[src/rtl/coin_balance.sv]
// coin_balance: debounced coin buttons feeding a saturating 3-digit BCD balance with charge handshake
module coin_balance #(
  parameter int          DEB_CYCLES = 2_000_000,
  parameter logic [11:0] MAX_BAL    = 12'h999
) (
  input  logic        clk,
  input  logic        rst,
  input  logic [2:0]  coin_btn,
  input  logic        clr,
  input  logic        charge_req,
  input  logic [11:0] charge_amt,
  output logic [11:0] bal,
  output logic        bal_full,
  output logic        charge_ack,
  output logic        charge_nack
);
  localparam int CW = $clog2(DEB_CYCLES + 1);
  typedef enum logic [1:0] {IDLE, CLR, ADD, CHG} state_t;
  state_t          r_state, w_next;
  logic [2:0]      r_s1, r_s2, r_deb, r_deb_q, r_pend, w_press, w_sel;
  logic [CW-1:0]   r_cnt [3];
  logic [11:0]     r_bal, r_amt, w_add_val;
  logic [12:0]     w_sum, w_diff;
  logic            w_amt_ok, w_sufficient, r_ack, r_nack;

  // digit-wise BCD add; bit 12 is the carry out of the hundreds digit
  function automatic logic [12:0] bcd_add(input logic [11:0] a, input logic [11:0] b);
    logic [4:0]  s;
    logic        c;
    logic [11:0] r;
    c = 1'b0;
    r = '0;
    for (int i = 0; i < 3; i++) begin
      s = {1'b0, a[4*i+:4]} + {1'b0, b[4*i+:4]} + {4'd0, c};
      c = s > 5'd9;
      r[4*i+:4] = c ? 4'(s - 5'd10) : s[3:0];
    end
    return {c, r};
  endfunction

  // digit-wise BCD subtract; bit 12 is the borrow out, set when b > a
  function automatic logic [12:0] bcd_sub(input logic [11:0] a, input logic [11:0] b);
    logic [4:0]  d;
    logic        br;
    logic [11:0] r;
    br = 1'b0;
    r = '0;
    for (int i = 0; i < 3; i++) begin
      d = {1'b0, a[4*i+:4]} - {1'b0, b[4*i+:4]} - {4'd0, br};
      br = d[4];
      r[4*i+:4] = br ? 4'(d + 5'd10) : d[3:0];
    end
    return {br, r};
  endfunction

  assign w_press      = r_deb & ~r_deb_q;
  assign w_sel        = r_pend & (~r_pend + 3'd1);
  assign w_add_val    = w_sel[0] ? 12'h001 : w_sel[1] ? 12'h005 : 12'h010;
  assign w_sum        = bcd_add(r_bal, w_add_val);
  assign w_diff       = bcd_sub(r_bal, r_amt);
  assign w_amt_ok     = r_amt[3:0] <= 4'd9 && r_amt[7:4] <= 4'd9 && r_amt[11:8] <= 4'd9;
  assign w_sufficient = w_amt_ok & ~w_diff[12];
  assign bal          = r_bal;
  assign bal_full     = r_bal == MAX_BAL;
  assign charge_ack   = r_ack;
  assign charge_nack  = r_nack;

  // synchronise raw buttons and accept a new level only after it holds DEB_CYCLES cycles
  always_ff @(posedge clk or negedge rst) begin
    if (!rst) begin
      r_s1    <= '0;
      r_s2    <= '0;
      r_deb   <= '0;
      r_deb_q <= '0;
      for (int i = 0; i < 3; i++) r_cnt[i] <= '0;
    end else begin
      r_s1    <= coin_btn;
      r_s2    <= r_s1;
      r_deb_q <= r_deb;
      for (int i = 0; i < 3; i++) begin
        if (r_s2[i] == r_deb[i]) r_cnt[i] <= '0;
        else if (r_cnt[i] == CW'(DEB_CYCLES - 1)) begin
          r_cnt[i] <= '0;
          r_deb[i] <= ~r_deb[i];
        end else r_cnt[i] <= r_cnt[i] + 1'b1;
      end
    end
  end

  // FSM state register
  always_ff @(posedge clk or negedge rst) begin
    if (!rst) r_state <= IDLE;
    else r_state <= w_next;
  end

  // next state: IDLE dispatches by priority clr > charge > add; every other state returns to IDLE
  always_comb begin
    w_next = IDLE;
    if (r_state == IDLE) w_next = clr ? CLR : charge_req ? CHG : |(r_pend | w_press) ? ADD : IDLE;
  end

  // balance, latched charge amount, pending presses and handshake pulses
  always_ff @(posedge clk or negedge rst) begin
    if (!rst) begin
      r_bal  <= '0;
      r_amt  <= '0;
      r_pend <= '0;
      r_ack  <= 1'b0;
      r_nack <= 1'b0;
    end else begin
      r_ack  <= r_state == CHG && w_sufficient;
      r_nack <= r_state == CHG && !w_sufficient;
      if (r_state == IDLE && !clr && charge_req) r_amt <= charge_amt;
      r_pend <= r_state == CLR ? w_press : (r_pend & ~(r_state == ADD ? w_sel : 3'b000)) | w_press;
      if (r_state == CLR) r_bal <= '0;
      else if (r_state == ADD) r_bal <= w_sum > {1'b0, MAX_BAL} ? MAX_BAL : w_sum[11:0];
      else if (r_state == CHG && w_sufficient) r_bal <= w_diff[11:0];
    end
  end
endmodule

[config.mk]
export PLATFORM = sky130hd
export DESIGN_NAME = coin_balance
export DESIGN_NICKNAME = d
export VERILOG_FILES = /design/src/rtl/coin_balance.sv
export SDC_FILE = /design/constraint.sdc
export NUM_CORES = 1
export LEC_CHECK = 0
export CORE_UTILIZATION = 60
export DETAILED_ROUTE_END_ITERATION = 8
export GPL_TIMING_DRIVEN = 0
export HOLD_SLACK_MARGIN = 0.1
export PLACE_DENSITY = 0.82
export SETUP_SLACK_MARGIN = 0.4
export SYNTH_ARGS = -nofsm -noshare
export SYNTH_HDL_FRONTEND = slang
export SYNTH_SLANG_ARGS = --single-unit
[constraint.sdc]
create_clock -name clk -period 6.4 [get_ports clk]
set_clock_uncertainty 0.05 [all_clocks]
set_input_delay 1.92 -clock clk [delete_from_list [all_inputs] [get_ports clk]]
set_output_delay 1.92 -clock clk [all_outputs]
set_load 0.02 [all_outputs]
**Word level (Yosys, flattened, before mapping)**

Index checks and enable logic that the tools add are counted.

- Register bits after elaboration: 106
- Output and inout port bits: 15
- Input bits: 19
- Logic and storage cells: 106

- Equal/unequal tests: 10
- Reduce and logical (&&, ||, !) cells: 14
- Muxes and demuxes: 24
- Order comparisons: 7
- $add $sub $neg: 20
- Bitwise logic cells: 16

Operators by type and width:

| kind | count |
|---|---|
| $mux 21 | 6 |
| $add 21x1->21 const B | 3 |
| $eq 21x21->1 const B | 3 |
| $mux 12 | 4 |
| $mux 4 | 6 |
| $gt 5x4->1 const B | 3 |
| $sub 4x4->5 | 3 |
| $gt 13x12->1 const B | 1 |
| $add 4x4->4 const B | 3 |
| $eq 12x12->1 const B | 1 |
| $le 4x4->1 const B | 3 |
| $sub 4x4->4 const B | 3 |
| $add 5x1->5 | 2 |
| $mux 5 | 2 |
| $sub 5x1->5 | 2 |
| $and 3x3->3 | 3 |
| $not 3->3 | 3 |
| $mux 2 | 4 |
| $not 1->1 | 7 |
| $logic_and 1x1->1 | 6 |
| $mux 3 | 2 |
| $or 3x3->3 | 2 |
| $reduce_and 2->1 | 3 |
| $add 4x1->5 | 1 |
| 11 further kinds | 15 |

**Longest topological paths before layout**

Gate-level depths: netlist of run 1.

- Depth after elaboration: 16
- Depth in mapped cells: 25
- Gate-level depth less buffers: 24

**Least setup slack after synthesis of run 1**

No wires, ideal clock.

- Kind: register -> register
- Start: reg r_pend[0]
- End: reg r_bal[7], in the netlist bal[7]
- Cell stages (with the launch flop): 26
- Setup slack: 801 ps
- Required time: 6224 ps
- Data arrival time: 5423 ps
- Setup time: 126 ps
- Period minus slack after synthesis: 5599 ps
- Buffers on the path: 1
- Path through: dfrtp_1 -> or2_2 -> ha_1 -> ha_1 -> xnor2_1 -> ha_1 -> a21boi_0 -> a31o_2 -> o21a_1 -> fa_1 -> inv_1 -> ha_1 -> buf_4 -> nand2b_1 -> a21oi_1 -> a221oi_1 -> ha_1 -> ha_1 -> xnor2_2 -> ha_1 -> nand2b_1 -> a21oi_1 -> o21ai_0 -> o211ai_2 -> a22o_4 -> o32a_1

- Word-level cells in the longest chain between the ends: 16
- Elaborated cells on any way between the ends: 22
- Those cells by class: add/sub: 8; order compare: 4; mux: 8; bitwise: 2

RTL lines:

| element | line | RTL |
|---|---|---|
| start: declaration | 20 | `logic [2:0] r_s1, r_s2, r_deb, r_deb_q, r_pend, w_press, w_sel;` |
| start signal: assignment | 114 | `r_pend <= r_state == CLR ? w_press : (r_pend & ~(r_state == ADD ? w_sel : 3'b000)) \| w_press;` |
| $not 3->3 | 57 | `assign w_sel = r_pend & (~r_pend + 3'd1);` |
| $add 3x1->3 | 57 |  |
| $and 3x3->3 * | 57 |  |
| $mux 5 | 58 | `assign w_add_val = w_sel[0] ? 12'h001 : w_sel[1] ? 12'h005 : 12'h010;` |
| $mux 5 * | 58 |  |
| $add 4x4->5 | 34 | `s = {1'b0, a[4*i+:4]} + {1'b0, b[4*i+:4]} + {4'd0, c};` |
| $gt 5x4->1 | 35 | `c = s > 5'd9;` |
| $add 5x1->5 | 34 |  |
| $gt 5x4->1 | 35 |  |
| $add 5x1->5 | 34 |  |
| $sub 4x4->4 or $gt 5x4->1 (tied branches) | 36, 35 |  |
| $mux 4 | 36 | `r[4*i+:4] = c ? 4'(s - 5'd10) : s[3:0];` |
| $gt 13x12->1 | 116 | `else if (r_state == ADD) r_bal <= w_sum > {1'b0, MAX_BAL} ? MAX_BAL : w_sum[11:0];` |
| $mux 12 * (2 in series) | 116 |  |
| $mux 12 * | 115 | `if (r_state == CLR) r_bal <= '0;` |
| end signal: assignment | 116 |  |
| end signal: assignment | 117 | `else if (r_state == CHG && w_sufficient) r_bal <= w_diff[11:0];` |
| end: declaration | 22 | `logic [11:0] r_bal, r_amt, w_add_val;` |

Mark *: on every way between the ends. The rest lies on a longest branch, timed or not.
A chain may end at the register's enable or synchronous reset.

**Worst setup path after layout of run 1**

Same ends and word-level chain as after synthesis.

==> results of run 1 <==
[power breakdown]
part,total (mW),switching [mW],internal [mW]
Sequential,0.836,0.0982,0.738
Combinational,1.62,0.876,0.739
Clock,0.399,0.243,0.156
[kinds of logic after synthesis]
logic type | Yosys count
muxes | 21
xor gates and xnor gates | 78
buffers and inverters | 58
AOI/OAI and AO/OA | 97
and+or+nand+nor | 245
DFF | 106
adders and majority gates | 42
[path summary, 6_finish.rpt]
kind,start,endpoint,cells after the start
worst max-delay path,r_pend[0]$_DFF_PN0_,bal[7]$_DFFE_PN0P_,25
worst min-delay path,r_s1[1]$_DFF_PN0_,r_s2[1]$_DFF_PN0_,0
worst max register to register,r_pend[0]$_DFF_PN0_,bal[7]$_DFFE_PN0P_,25
worst min register to register,r_s1[1]$_DFF_PN0_,r_s2[1]$_DFF_PN0_,0
max in group asynchronous,rst,r_cnt[16]$_DFF_PN0_,2
min in group asynchronous,rst,bal[11]$_DFFE_PN0P_,1
[synthesized netlist by cell type, types with 4 or more instances]
master      n  area share (%)
a21o_1      4            0.48
fa_1        6             1.9
a21oi_1    17             1.4
nand3b_1    4            0.48
mux2_2     17             3.0
nor2_1     89             5.3
nor4_1      7            0.70
and3_1     13             1.3
buf_2       7            0.56
and4_1      6            0.83
dfrtp_1   106              42
inv_1      38             2.3
o21ai_0    28             2.2
clkbuf_1    7            0.42
nand2_1    32             1.9
nor2b_1     6            0.60
xnor2_1    29             4.0
xor2_1     48             6.7
nor3_1      8            0.64
ha_1       36             7.2
nand2b_1    9            0.89
nand3_1    36             2.9
nand4_1    14             1.4
[cell usage in the layout (no fill, tap or decap), types with 5 or more instances in the layout]
master and count:
a21oi_1 15, nand3_1 36, clkdlybuf4s50_1 32, and3_1 13
dfrtp_1 106, and4_1 6, clkbuf_8 11, nor2b_1 6
nand2_1 32, nand4_1 14, nor4_1 7, ha_1 31
xnor2_1 28, buf_2 7, inv_1 38, nor2_1 89
o21ai_0 26, clkbuf_1 7, fa_1 5, xor2_1 48
nor3_1 8, mux2_2 17, nand2b_1 9
[state kept, by name, summed over array words and instances (netlist names)]
| signal | count |
|---|---|
| charge_nack | 1 |
| r_state | 2 |
| r_deb | 3 |
| r_pend | 3 |
| r_amt | 12 |
| r_s2 | 3 |
| r_s1 | 3 |
| r_cnt | 63 |
| r_deb_q | 3 |
| bal | 12 |
| charge_ack | 1 |
[through the flow]
step                instance area, sq um  worst slack, ns
floorplan                           6296           0.8011
global placement                    6797          -0.5698
detailed placement                  6822         -0.03382
CTS                                 7048           0.4531
global route                        7103           0.4039
finish                              7103           0.6305
[final cells by class]
type | instances | area (sq um)
Sequential cell | 106 | 2653
Buffer | 20 | 116.4
Fill cell | 771 | 3128
Tap cell | 136 | 170.2
Clock buffer | 10 | 137.6
Clock inverter | 6 | 50.05
Multi-Input combinational cell | 483 | 3471
Inverter | 38 | 142.6
Timing Repair Buffer | 35 | 362.8
[timing repair]
item,CTS,global route
setup endpoints to repair,11,11
resized for setup,8,12
pin swaps,0,2
buffers inserted,0,1
[routing by layer]
metal  share of wire, %  global-route usage (%)  vias to the layer above
met5                  0                       0                        -
met1                 42                   32.00                     2402
met2                 50                   43.33                      162
met3                5.6                   4.950                       37
met4                3.0                   10.51                        0
li1                   -                       -                     2326
==> results.md, run 1 <==
- Die boundary height: 104.4 um
- Count of unresolved DRC violations after routing: 0
- Final Instance Count excl. Fillers: 834
- Vias per cell: 5.908
- Clock transition time at the flip-flop clock pins of the worst setup and hold paths: 0.10 ns
- Period utilisation layout: 90.15%
- Number of storage elements in the synthesis netlist: 106
- Net Count, Synth: 708
- Combinational family with the most area after synthesis: simple AND/OR/NAND/NOR gates
- Power, Total: 2.850 mW
- Crit end category: flop
- Final total negative setup slack: 0 ns
- Final core utilization: 69.43%
- Peak per-stage delay on the critical path: 0.45 ns
- RSZ-0062 raised after global routing: no
- Post-route ant nets: 0
- Synthesized-area fraction occupied by adder cells: 9.062%
- Count of distinct cell types in the synthesized netlist: 74
- Master cell of the clock root buffer: clkbuf_8
- Highest-delay cell along the critical path: fa_2
- Share of layout cells above drive strength 1: 10.60%
- Area grow syn2layout: 12.82%
- Core area: 10230 sq um
- Number of port buffers: 33
- P per Cell Area: 401.2 nW/um^2
- Inst Count DP: 817
- Startpoint kind of the worst setup timing path: flop
- Nets@finish: 754
- Area of the die: 10910 sq um
- Detail Placement HPWL: 9722 um
- Final estimated routing congestion in global placement: 0.9409
- Initial antenna violation count: 0
- Complex-gate fraction of the synthesized area: 10.57%
- Worst min-delay path category: flop to flop
- Total length of routed wires: 13160 um
- Yosys warns: 0
- Top achievable clock speed: 0.1733 GHz
- Post-synthesis cell count: 647
- Detailed-route via count: 4927
- Slew of the pin with the lowest slew margin: 0.8730 ns
- Detailed-route wire length per cell: 15.78 um
- Type of the worst setup path: flop to flop
- Starting Density: 61.54%
- Proportion of synthesized flip-flops having asynchronous set or reset: 100.0%
- TritonCTS Buffers: 9
- Wire length of the first global-routing pass: 22580 um
- CP most frequent cell: ha_2
- Minimum hold slack: 0.3119 ns
- Clock period minus worst slack: 5.770 ns
- Leakage power figure: 3.127 nW
- Total global routing overflow: 0
- Data arrival at the endpoint of the critical path: 5.99 ns
- Number of top-level design ports: 34
- Family with the most delay on the worst path: adder cells
- Average cell area after synthesis: 9.731 sq um
- Worst skew pair latency: 0.38 ns
- DIE WIDTH: 104.4 um
- Number of global-route vias before repair: 4911
- Synthesized cell area: 6296 sq um
- Maximum number of pins on one net before global-route repair: 70
- TritonCTS clock tree: done
- H-tree depth reported by CTS: 3
- Total inserted antenna cells: 0
- Post-synth EDFFs: 0
- Buffers and inverters on the worst path: 3
- Number of maximum-capacitance violations: 0
- Required time of the critical path: 6.62 ns
- Standard-cell row count: 37
- Rel. slew slack: 41.39%
- Simple-gate share of the synthesized area: 19.46%
- Post-synthesis sequential area ratio: 42.13%
- Clock Sink Count: 106
- Number of optimization iterations in the first detailed-route pass: 4
- Largest voltage drop on the vdd net: 0.2678 mV
- Run status: finished, final reports clean
- GRT Overall Usage: 25.56%
- Maximum fanout along the worst path: 8
- Flip-flop cell with the highest count after synthesis: dfrtp_1
- Proportion of synthesized area in mux cells: 3.696%
- Parity-gate share of the synthesized area counting xor and xnor cells: 10.97%
- Hold Fails Final Rpt: 0
- DRT iter0 DRCs: 329
- Slew Viols, Final: 0
- Hold-fix buffers at CTS: 0
- R2R setup slack: 0.63 ns
- Bufs on Longest Clock Path: 2
- Final setup viols: 0
No activity file was read; power rests on OpenSTA's default activity.
==> run 2: changes to the inputs <==
==> constraint.sdc (replaced) <==
create_clock -name clk -period 7.17 [get_ports clk]
set_clock_uncertainty 0.05 [all_clocks]
set_input_delay 2.151 -clock clk [delete_from_list [all_inputs] [get_ports clk]]
set_output_delay 2.151 -clock clk [all_outputs]
set_load 0.02 [all_outputs]
==> results.md, run 2 (synthesized netlist as in run 1, its figures left out) <==
- Run status: finished, final reports clean (unchanged)
- Placed cell area: 6822 sq um (unchanged)
- Top achievable clock speed: 0.1572 GHz (was 0.1733 GHz)
- Die boundary height: 104.4 um (unchanged)
- Final total negative setup slack: 0 ns (unchanged)
- Final core utilization: 68.62% (was 69.43%)
- Top reg by flops: r_cnt (unchanged)
- Required time of the critical path: 7.39 ns (was 6.62 ns)
- GRT Overall Usage: 25.48% (was 25.56%)
- Worst min-delay path category: flop to flop (unchanged)
- P per Cell Area: 356.8 nW/um^2 (was 401.2 nW/um^2)
- Rel. slew slack: 47.30% (was 41.39%)
- Hold Fails Final Rpt: 0 (unchanged)
- Count of unresolved DRC violations after routing: 0 (unchanged)
- Post-route ant nets: 0 (unchanged)
- Slew Viols, Final: 0 (unchanged)
- DRT iter0 DRCs: 319 (was 329)
- RSZ-0062 raised after global routing: no (unchanged)
- Vias per cell: 5.888 (was 5.908)
- Hold-fix buffers at CTS: 0 (unchanged)
- Clock transition time at the flip-flop clock pins of the worst setup and hold paths: 0.10 ns (about the same)
- TritonCTS Buffers: 9 (unchanged)
- Minimum hold slack: 0.3109 ns (was 0.3119 ns)
- Slew of the pin with the lowest slew margin: 0.7845 ns (was 0.8730 ns)
- Clock period minus worst slack: 6.362 ns (was 5.770 ns)
- Leakage power figure: 3.127 nW (about the same)
- Starting Density: 61.54% (unchanged)
- Number of maximum-capacitance violations: 0 (unchanged)
- Maximum fanout along the worst path: 8 (unchanged)
- Final cell area excluding filler cells: 7020 sq um (was 7103 sq um)
- Pre-CTS setup slack: 0.7362 ns (was -0.03382 ns)
- Area of the die: 10910 sq um (unchanged)
- Standard-cell row count: 37 (unchanged)
- Share of layout cells above drive strength 1: 8.752% (was 10.60%)
- Number of global-route vias before repair: 4924 (was 4911)
- Core area: 10230 sq um (unchanged)
- Maximum number of pins on one net before global-route repair: 70 (unchanged)
- Total inserted antenna cells: 0 (unchanged)
- R2R setup slack: 0.81 ns (was 0.63 ns)
- DIE WIDTH: 104.4 um (unchanged)
- TritonCTS clock tree: done (unchanged)
- Startpoint kind of the worst setup timing path: flop (unchanged)
- Master cell of the clock root buffer: clkbuf_8 (unchanged)
- Fin worst setup slack: 0.8078 ns (was 0.6305 ns)
- Detail Placement HPWL: 9722 um (unchanged)
- Initial antenna violation count: 0 (unchanged)
- Number of top-level design ports: 34 (unchanged)
- Total length of routed wires: 13110 um (was 13160 um)
- Worst skew pair latency: 0.38 ns (about the same)
- Number of optimization iterations in the first detailed-route pass: 4 (unchanged)
- Final setup viols: 0 (unchanged)
- Leading cell types in the layout, fill and taps excluded: dfrtp_1, nor2_1, xor2_1 (unchanged)
- Most common library cell in the layout ignoring fill and taps: dfrtp_1 (unchanged)
- Detailed-route via count: 4905 (was 4927)
- Bufs on Longest Clock Path: 2 (unchanged)
- Max reg flops: 63 (unchanged)
- Data arrival at the endpoint of the critical path: 6.58 ns (was 5.99 ns)
- Final estimated routing congestion in global placement: 0.9409 (unchanged)
- Total global routing overflow: 0 (unchanged)
- Largest voltage drop on the vdd net: 0.2394 mV (was 0.2678 mV)
- Clock Sink Count: 106 (unchanged)
- Crit end category: flop (unchanged)
- Type of the worst setup path: flop to flop (unchanged)
- Nets@finish: 753 (was 754)
- H-tree depth reported by CTS: 3 (unchanged)
- Period utilisation layout: 88.73% (was 90.15%)
- Wire length of the first global-routing pass: 22550 um (was 22580 um)
- Number of port buffers: 33 (unchanged)
- Detailed-route wire length per cell: 15.74 um (was 15.78 um)
- Area grow syn2layout: 11.51% (was 12.82%)
## run 2: metal layers
metal | wire length [um] | track usage (%)
met1 | 5506 | 31.83
met2 | 6523 | 43.38
met3 | 735 | 5.013
met4 | 347 | 10.10
met5 | 0 | 0
## run 2: final timing paths
check | to | from | cells past startpoint
max in group asynchronous | r_cnt[16]$_DFF_PN0_ | rst | 2
min reg2reg | r_s2[1]$_DFF_PN0_ | r_s1[1]$_DFF_PN0_ | 0
min in group asynchronous | bal[11]$_DFFE_PN0P_ | rst | 1
min | r_s2[1]$_DFF_PN0_ | r_s1[1]$_DFF_PN0_ | 0
max | bal[7]$_DFFE_PN0P_ | r_pend[0]$_DFF_PN0_ | 25
max reg2reg | bal[7]$_DFFE_PN0P_ | r_pend[0]$_DFF_PN0_ | 25
## run 2: through the flow
stage,total power [mW],std cells
after CTS,2.496,833
after detailed placement,2.132,817
after floorplan,1.780,647
final,2.505,833
after global placement,2.063,816
after global routing,2.698,833
## run 2: critical path, stage by stage (launching register included)
cell	delay [ns]
dfrtp_1	0.42
or2_2	0.36
ha_1	0.23
ha_1	0.23
xnor2_2	0.30
ha_1	0.27
a21boi_0	0.37
a31o_2	0.17
o21a_1	0.18
fa_1	0.31
inv_1	0.07
ha_1	0.27
buf_4	0.15
nand2b_1	0.13
a21oi_1	0.08
a221oi_1	0.36
ha_1	0.27
ha_1	0.33
xnor2_2	0.15
ha_1	0.26
nor2b_1	0.14
a31oi_1	0.25
a311oi_1	0.08
and4_1	0.22
a22o_4	0.24
o32a_1	0.34
## run 2: repair_timing
item | 4_1_cts | 5_1_grt
buffers inserted | 0 | 0
resized for setup | 0 | 3
endpoints found under the setup margin | 0 | 5
## run 2: cell type report
class	instances	area, sq um
Fill cell	787	3211
Buffer	20	116.4
Inverter	38	142.6
Multi-Input combinational cell	483	3396
Clock inverter	6	50.05
Clock buffer	10	137.6
Tap cell	136	170.2
Sequential cell	106	2653
Timing Repair Buffer	34	355.3
## run 2: where the power goes
group	leakage, nW	switching [mW]	total, mW	internal [mW]
Combinational	1.62	0.763	1.40	0.640
Clock	0.0891	0.217	0.356	0.139
Sequential	1.41	0.0867	0.745	0.659
